<file path="src/rtl/log_histogram.sv">
// Saturating nine-bin histogram of floor-log2 samples (eight magnitude bins plus a zero bin),
// with a read-and-clear dump of all counters through a valid/ready stream.
module log_histogram #(
  parameter int unsigned CNT_W = 16
) (
  input  logic             clk,
  input  logic             rst_n,
  input  logic             in_valid,
  output logic             in_ready,
  input  logic [2:0]       in_log,
  input  logic             in_zero,
  input  logic             dump_req,
  output logic             busy,
  output logic             out_valid,
  input  logic             out_ready,
  output logic [3:0]       out_bin,
  output logic [CNT_W-1:0] out_count,
  output logic             out_last,
  output logic             sat_flag
);

  typedef enum logic {
    ST_COUNT,
    ST_DUMP
  } state_e;

  localparam int unsigned     NBINS    = 9;
  localparam logic [3:0]      LAST_BIN = 4'd8;
  localparam logic [CNT_W-1:0] CNT_MAX = '1;
  localparam logic [CNT_W-1:0] CNT_ONE = {{(CNT_W-1){1'b0}}, 1'b1};

  state_e           state_q, state_d;
  logic [3:0]       idx_q, idx_d;
  logic             sat_q, sat_d;
  logic [CNT_W-1:0] cnt_q [NBINS];
  logic [CNT_W-1:0] cnt_d [NBINS];

  logic [3:0]       sel_bin;
  logic             accept;
  logic             rd_fire;
  logic [CNT_W-1:0] rd_count;

  // The zero flag overrides in_log, which is meaningless for a zero sample.
  always_comb begin
    sel_bin = in_zero ? LAST_BIN : {1'b0, in_log};
    accept  = (state_q == ST_COUNT) && in_valid;
    rd_fire = (state_q == ST_DUMP) && out_ready;
  end

  always_comb begin
    rd_count = '0;
    for (int unsigned b = 0; b < NBINS; b++) begin
      if (idx_q == b[3:0]) rd_count = cnt_q[b];
    end
  end

  always_comb begin
    state_d = state_q;
    idx_d   = idx_q;
    sat_d   = sat_q;
    for (int unsigned b = 0; b < NBINS; b++) begin
      cnt_d[b] = cnt_q[b];
    end

    case (state_q)
      ST_COUNT: begin
        for (int unsigned b = 0; b < NBINS; b++) begin
          if (accept && (sel_bin == b[3:0])) begin
            if (cnt_q[b] == CNT_MAX) sat_d = 1'b1;
            else                     cnt_d[b] = cnt_q[b] + CNT_ONE;
          end
        end
        if (dump_req) begin
          state_d = ST_DUMP;
          idx_d   = '0;
        end
      end
      ST_DUMP: begin
        if (rd_fire) begin
          for (int unsigned b = 0; b < NBINS; b++) begin
            if (idx_q == b[3:0]) cnt_d[b] = '0;
          end
          if (idx_q == LAST_BIN) begin
            state_d = ST_COUNT;
            idx_d   = '0;
            sat_d   = 1'b0;
          end else begin
            idx_d = idx_q + 4'd1;
          end
        end
      end
      default: begin
        state_d = ST_COUNT;
        idx_d   = '0;
      end
    endcase
  end

  always_ff @(posedge clk or negedge rst_n) begin
    if (!rst_n) begin
      state_q <= ST_COUNT;
      idx_q   <= '0;
      sat_q   <= 1'b0;
      for (int unsigned b = 0; b < NBINS; b++) begin
        cnt_q[b] <= '0;
      end
    end else begin
      state_q <= state_d;
      idx_q   <= idx_d;
      sat_q   <= sat_d;
      for (int unsigned b = 0; b < NBINS; b++) begin
        cnt_q[b] <= cnt_d[b];
      end
    end
  end

  // Every output is decoded from registered state only.
  always_comb begin
    in_ready  = (state_q == ST_COUNT);
    busy      = (state_q == ST_DUMP);
    out_valid = (state_q == ST_DUMP);
    out_bin   = idx_q;
    out_count = rd_count;
    out_last  = (state_q == ST_DUMP) && (idx_q == LAST_BIN);
    sat_flag  = sat_q;
  end

endmodule

</file>
<file path="config.mk">
export PLATFORM = sky130hd
export DESIGN_NAME = log_histogram
export DESIGN_NICKNAME = d
export VERILOG_FILES = /design/src/rtl/log_histogram.sv
export SDC_FILE = /design/constraint.sdc
export NUM_CORES = 1
export LEC_CHECK = 0
export CELL_PAD_IN_SITES_DETAIL_PLACEMENT = 0
export CELL_PAD_IN_SITES_GLOBAL_PLACEMENT = 2
export CORE_MARGIN = 2
export CORE_UTILIZATION = 35
export CTS_CLUSTER_SIZE = 20
export DETAILED_ROUTE_END_ITERATION = 7
export GPL_TIMING_DRIVEN = 0
export PLACE_DENSITY = 0.86
export SYNTH_ARGS = -nofsm -noshare
export SYNTH_HDL_FRONTEND = slang
export SYNTH_SLANG_ARGS = --single-unit
</file>
<file path="constraint.sdc">
create_clock -name clk -period 2.4 [get_ports clk]
set_clock_uncertainty 0.1 [all_clocks]
set_input_delay 0.36 -clock clk [delete_from_list [all_inputs] [get_ports clk]]
set_output_delay 0.36 -clock clk [all_outputs]
set_load 0.05 [all_outputs]
</file>
==> run metrics, run 1 <==
status=finished, violations left; failing checks=setup timing; Critical Path RT=1940 ps; Tot GR Track Use=between 20% and 30%; vias in the first global route=around 8000; critical path's top delay family=compound AO/OA/AOI/OAI gates; post-synth cell types=70; minimum clock period=3141 ps; VDD IR-drop max=1126 uV; Die Y=roughly 170 um; die width=approximately 170 um; pin count of the biggest net entering global routing=89; Least-Margin Pin Slew=724.0 ps; first-pass GRT wire length=48100 um; HPWL Detailed=about 22000 um; Worst Setup Start Kind=flip-flop; async set or reset register ratio after synthesis=between 90% and 100%; max frequency=318.3 MHz; ANT nets after route=0; Worst Setup SP=out_bin[0]; Core Region=between 20000 and 30000 sq um; Placement Setup Slack=-1215 ps; simple-gate share of the synthesized area=a little over a quarter; Post-Synth Adder-Cell Area=1.777%; Fillers=2475; drt pass-1 iters=7; most frequent CP cell=buf_6; largest family of logic cells by synthesized area=simple AND/OR/NAND/NOR gates; unrepaired setup endpoints after global routing=yes; GRT overflow=0; multiplexer share of the synthesized area=0.4510%; PwrDens=1036 nW/um^2; post-synthesis cell area=9155 sq um; Nets=1178; Syn Area/Cell=8.653 sq um; Ports=34; Placement Rows=roughly 60; Synth Area in XOR/XNOR=10.43%; CP Class=flip-flop to output pin; Crit-path slowest cell=dfrtp_2; Max-slew headroom=51.74%; number of synthesized flops with an enable pin=0; Post-Route Setup TNS=-10720 ps; Worst-Skew Late Latency=440 ps; iteration-0 DRC count of the detailed router=759; CTS tree=done; critical-path cell list=inv_4 > ha_4 > nor4b_4 > buf_6 > clkbuf_16 > a221oi_4 > nor3_2 > a211oi_2 > o21ai_4 > buf_6; via count=roughly 8600; largest fanout on the critical path=7; worst-case clock buffer depth=2; non-filler cells in the finished layout=1504; per-cell routed wire length=20.58 um; residual DRC count=0; leak pwr=a little over 5 nW; max cap viols=0; setup ws final=-741.3 ps; HP Start=out_ready; clk root buf=clkbuf_16; Hold Worst Slack=approximately 250 ps; Syn Nets=around 1100; CP max stage delay=440 ps; sequential-to-total area share from yosys stat=41.00%; final worst path period share=130.9%; clk sinks=150; share of layout cells above drive strength 1=between 20 and 30%; Setup violations, final=19; Via density=between 5 and 6; dpl cells=around 1400; compound-gate portion of the synthesized area=between 15 and 20%; die area=27470 sq um; Arrival @ worst endpoint=2680 ps; Hold Crit Class=input pin to flip-flop; Yosys reg bits=150; main flop type after synthesis=dfrtp_1; reg2reg start=out_bin[0]; crit path buf inv count=4; Clk pin slew, worst setup/hold paths=70 ps; number of diodes=0; I/O Buffers=32; max-slew violation count=0; GP Congestion=0.8377; Layout Area Growth over Synthesis=35.40%; Final Hold Viols=0; CP Capture Type=output pin; drt total wl=30950 um; initial antenna violation count=0; Post-Syn Instances=between 1000 and 1500; Syn. warnings=0; CTS Buf Count=17; Starting Density=35.43%; H-tree levels=4
## metal layers
metal | vias up | share of wire [%] | GRT usage, %
li1 | 4076 | - | -
met5 | - | 0 | 0
met1 | 4274 | 44 | 30.31
met3 | 46 | 4.5 | 3.337
met2 | 248 | 49 | 35.85
met4 | 0 | 2.5 | 7.448
## flip-flops by register name (all words and copies together), names as in the netlist
signal    flops
out_bin       4
sat_flag      1
cnt_q       144
busy          1
## synth_stat cells (7+ instances only)
master      n  area share [%]
nor3_1     43             2.4
o31ai_1     8            0.66
dfrtp_1   150              41
or4_1       7            0.57
o21bai_1   15             1.2
clkbuf_1   39             1.6
nand2_1    84             3.4
nor4_1     23             1.6
and4_1      7            0.67
nor2_1    178             7.3
nand3_1    48             2.6
inv_1      13            0.53
o221ai_1   14             1.3
a21oi_1    35             1.9
or3_1       9            0.61
a222oi_1   16             1.7
a221oi_1   16             1.5
o21ai_0    40             2.2
o21ai_1     8            0.44
ha_1       13             1.8
and3_1     22             1.5
xnor2_1    55             5.3
a211oi_1   20             1.6
nand4_1    44             3.0
o211ai_1    8            0.66
buf_2      13            0.71
xor2_1     54             5.2
## worst reg2reg max path, cell delays in order, from the launching register on
cell and delay (ps):
dfrtp_2 440, buf_4 160, ha_4 180, nor3b_4 200, buf_6 160, nor2_2 70, or4_4 460, buf_6 160
or3_1 360, a21oi_2 140
## metrics by stage
step	utilization, %	power [W]	instance area, sq um
3_5_place_dp	39.85	0.008413	10290
4_1_cts	45.37	0.01211	11720
5_1_grt	47.98	0.01341	12400
6_report	47.98	0.01284	12400
3_3_place_gp	39.72	0.008375	10260
2_1_floorplan	-	0.006799	9523
## power by group
part | switching [W] | internal [W]
Combinational | 0.00398 | 0.00277
Sequential | 0.000474 | 0.00280
Clock | 0.00125 | 0.00158
## final timing paths
check / endpoint / slack, ps / depth (start not counted)
worst min-delay path: out_bin[0] / 250 / 4
worst min register to register: cnt_q[33] / 460 / 1
min in group asynchronous: cnt_q[10] / 350 / 2
worst max register to register: cnt_q[91] / -90 / 9
max in group asynchronous: out_bin[2] / 960 / 3
worst max-delay path: out_count[10] / -740 / 10
## logic make-up (layout without fill, tap and decap cells)
kind of cell             count (synthesis)  after routing
AND/OR/NAND/NOR                        501            501
AO/OA/AOI/OAI                          209            209
flip-flops                             150            150
XOR/XNOR                               109            109
buffers and inverters                   72            183
adder cells (fa/ha/maj)                 13             13
multiplexers                             4              4
## layout by cell type, fill, tap and decap left out, types with 7 or more instances in the layout
cell type        Yosys  final
o221ai_1            14     10
a222oi_1            16     16
inv_6                0      9
nor2_1             178    171
clkbuf_2             0     12
nor3_2               0     19
nand3_1             48     48
o21ai_0             40     29
inv_1               13     11
and3_1              22     22
or3_1                9      8
nor4_2               0      9
xnor2_1             55     55
nand4_1             44     44
dfrtp_1            150    143
o21ai_4              0     16
a211oi_2             1     14
a21oi_1             35     29
a221oi_4             0     13
ha_1                13      9
o21bai_4             0      7
nand2_1             84     83
buf_4                2     45
clkdlybuf4s50_1      0     12
nor3_1              43     19
dfrtp_2              0      7
o211ai_1             8      8
clkbuf_16            0     21
buf_6                1     32
o31ai_1              8      8
and4_1               7      7
xor2_1              54     54
nor4_1              23      8
## final cells by class
class	count	area, sq um	area share [%]
flip-flops and latches	150	3762	30.35
well taps	335	419.2	3.381
repair buffers	86	858.3	6.924
clock inverters	15	177.7	1.433
plain buffers	51	424.2	3.422
multi-input cells	836	6270	50.58
clock buffers	17	425.4	3.432
inverters	14	58.81	0.4744
## what timing repair did
action	4_1_cts	5_1_grt
endpoints found under the hold margin	62	0
endpoints found under the setup margin	131	123
setup buffers	15	34
pin swaps	50	45
hold buffers	1	0
resized for setup	259	99
cloned	2	3
(Power assumes the default switching activity.)
==> run 2: changes to the inputs <==
Settings changed: ABC_AREA from default to 1, CORE_UTILIZATION 35 to 32.
==> run 2 against run 1 <==
The flow still finishes with violations (setup timing); clock-buffer cell count up 3; first-iteration DRC count up 20%; critical endpoint is now out_count[7]; hold slack better by 37 ps; critical path type unchanged; sequential share of layout area down 2.9 points.
==> run metrics, run 2 <==
post-synth cell types=46 (-34%); die width=189.9 um (+15%); Via density=5.088 (-11%); ANT nets after route=0 (unchanged); clk root buf=clkbuf_16; max cap viols=0 (unchanged); pin count of the biggest net entering global routing=113 (+27%); final instance area=13700 sq um (+11%); Post-Route Setup TNS=-6495 ps (+4220 ps); dpl cells=2155 (+51%); non-filler cells in the finished layout=2240 (+49%); Multi-input gate area=6626 sq um (+5.7%); Hold Worst Slack=290.1 ps (+37.37 ps); iteration-0 DRC count of the detailed router=914 (+20%); top-count cell post-synth=nand2_1; Clk network pwr share=17.6% (-4.4 points); status=finished, violations left; via count=11400 (+32%); Synth top area share=33.93% (-7.1 points); VDD IR-drop max=1341 uV (+19%); setup ws final=-441.9 ps (+299.4 ps); drt pass-1 iters=5 (-2); die area=36080 sq um (+31%); Syn. warnings=0 (unchanged); vias in the first global route=10770 (+32%); max-slew violation count=0 (unchanged); commonest non-fill, non-tap cell in the layout=nand2_1; Gate power share=57.6% (+5.1 points); Arrival @ worst endpoint=2380 ps (-300 ps); Hold Crit Class=input pin to async pin; residual DRC count=0 (unchanged); Reg power frac=24.8% (-0.7 points); worst-case clock buffer depth=2 (unchanged); number of diodes=0 (unchanged); Total Power=0.01525 W (+19%); clk sinks=150 (unchanged); Worst Setup Start Kind=flip-flop; Post-Syn Instances=1666 (+57%); Critical Path RT=1940 ps (about the same); H-tree levels=4 (unchanged); Syn Nets=1688 (+56%); PwrDens=1113 nW/um^2 (+7.4%); Core Region=34290 sq um (+33%); Placed Area=12080 sq um (+17%); sequential-to-total area share from yosys stat=33.93% (-7.1 points); ranking of synthesized cells by area=dfrtp_1, nand2_1, nand3_1, inv_1, xor2_1; leak pwr=5.759 nW (+14%); Yosys reg bits=150 (unchanged); Setup violations, final=17 (-2); most frequent cells in the layout=nand2_1, inv_1, nand3_1; initial antenna violation count=0 (unchanged); Layout Area Growth over Synthesis=23.87%; first-pass GRT wire length=62430 um (+30%); largest register by flop count=cnt_q; Die Y=189.9 um (+15%); Fillers=3699 (+49%); CTS Buf Count=17 (unchanged); post-synthesis cell area=11060 sq um (+21%); CP Capture Type=output pin; max frequency=351.9 MHz (+11%); I/O Buffers=33 (+3.1%); Least-Margin Pin Slew=909.0 ps (+185.0 ps); CP Class=flip-flop to output pin; Sw Ratio=50.33% (+6.0 points); Nets=1794 (+52%); most frequent CP cell=nand2_4; minimum clock period=2842 ps (-299.4 ps); Storage cell area=3762 sq um (unchanged); critical path's top delay family=simple AND/OR/NAND/NOR gates; Crit-path slowest cell=dfrtp_2; P_sw=0.007673 W (+35%); crit path buf inv count=5 (+1); drt total wl=40200 um (+30%); Synth area leader=dfrtp_1; Tot GR Track Use=22.68% (+0.58 points); Worst-Skew Late Latency=450 ps (about the same); Ports=34 (unchanged); main flop type after synthesis=dfrtp_1; P_int=0.007574 W (+6.0%); CTS tree=done; failing checks=setup timing; GRT overflow=0 (unchanged); GP Congestion=0.8940 (+6.7%); final worst path period share=118.4% (-12 points); async set or reset register ratio after synthesis=100.0% (unchanged); Starting Density=32.27% (-3.2 points); unrepaired setup endpoints after global routing=yes; share of layout cells above drive strength 1=18.26% (-8.5 points); Final Hold Viols=0 (unchanged); per-cell routed wire length=17.95 um (-13%); critical-path cell list=inv_4 > ha_4 > buf_6 > inv_6 > buf_6 > nand4_1 > nand3_1 > nand2_2 > nand4_1 > nand2_2 > nand2_4 > nand2_4 > nand2_4 > buf_8; CP max stage delay=440 ps (about the same); Max-slew headroom=39.40% (-12 points); Placement Rows=68 (+15%); Commonest cells post-synth=nand2_1, inv_1, nand3_1, nor2_1, dfrtp_1; number of synthesized flops with an enable pin=0 (unchanged); Clk pin slew, worst setup/hold paths=60 ps (about the same); largest fanout on the critical path=5 (-2); max FFs per register=144 (unchanged); HPWL Detailed=29620 um (+37%); Syn Area/Cell=6.641 sq um (-23%)
run 2: final cells by class:
| cell class | instances | share of cell area [%] |
|---|---|---|
| Buffer | 67 | 3.679 |
| Clock inverter | 12 | 0.7669 |
| Timing Repair Buffer | 88 | 6.756 |
| Sequential cell | 150 | 27.45 |
| Tap cell | 455 | 4.154 |
| Clock buffer | 20 | 3.259 |
| Multi-Input combinational cell | 1254 | 48.35 |
| Inverter | 194 | 5.578 |
run 2: worst register-to-register path, delay by kind of cell (launching register included):
| kind | cells | cell delay [ps] |
|---|---|---|
| compound gates | 1 | 100 |
| fa+ha+maj | 1 | 240 |
| buf+inv | 9 | 890 |
| flops | 1 | 480 |
| simple gates | 4 | 450 |
run 2: worst paths after layout:
| check | cells past startpoint | from | end | slack, ps |
|---|---|---|---|---|
| worst max-delay path | 14 | out_bin[1] | out_count[7] | -440 |
| worst min-delay path | 2 | rst_n | cnt_q[104] | 290 |
| worst max register to register | 15 | out_bin[0] | cnt_q[15] | 90 |
| worst min register to register | 2 | cnt_q[63] | cnt_q[63] | 450 |
| max in group asynchronous | 3 | rst_n | cnt_q[128] | 1010 |
| min in group clk | 2 | cnt_q[63] | cnt_q[63] | 450 |
run 2: cell families (layout without fill, tap and decap cells):
group	Yosys count	in the layout	share of synthesized area (%)
XOR/XNOR	76	76	6.017
buffers and inverters	262	381	9.930
AND/OR/NAND/NOR	966	966	38.89
adder cells (fa/ha/maj)	13	13	1.470
AO/OA/AOI/OAI	199	199	9.760
flip-flops	150	150	33.93
run 2: through the flow:
stage / setup WS (ps) / utilization [%]
floorplan: -20.07 / -
global placement: -6620 / 35.15
detailed placement: -1134 / 35.24
CTS: -497.4 / 38.83
global route: -507.0 / 39.97
finish: -441.9 / 39.97
run 2: power groups by stage:
stage	logic, W	clock network (W)	registers [W]
3_5_place_dp	0.00688	0	0.00379
5_1_grt	0.00938	0.00283	0.00386
6_report	0.00878	0.00269	0.00378
2_1_floorplan	0.00436	0	0.00370
3_3_place_gp	0.00686	0	0.00378
4_1_cts	0.00826	0.00272	0.00374
run 2: repair_timing:
action                                 in CTS  in global routing
gates cloned                                4                  1
setup endpoints to repair                 111                110
buffers inserted                           28                 22
pin swaps                                  48                 48
endpoints found under the hold margin      38                  0
resized for setup                         267                 87
hold buffers                                1                  0
run 2: per-layer routing:
metal	track usage [%]	wire (um)	vias up
met5	0	0	-
met2	34.22	17720	252
met1	32.69	19550	5408
li1	-	-	5672
met4	8.945	1286	0
met3	3.099	1648	64
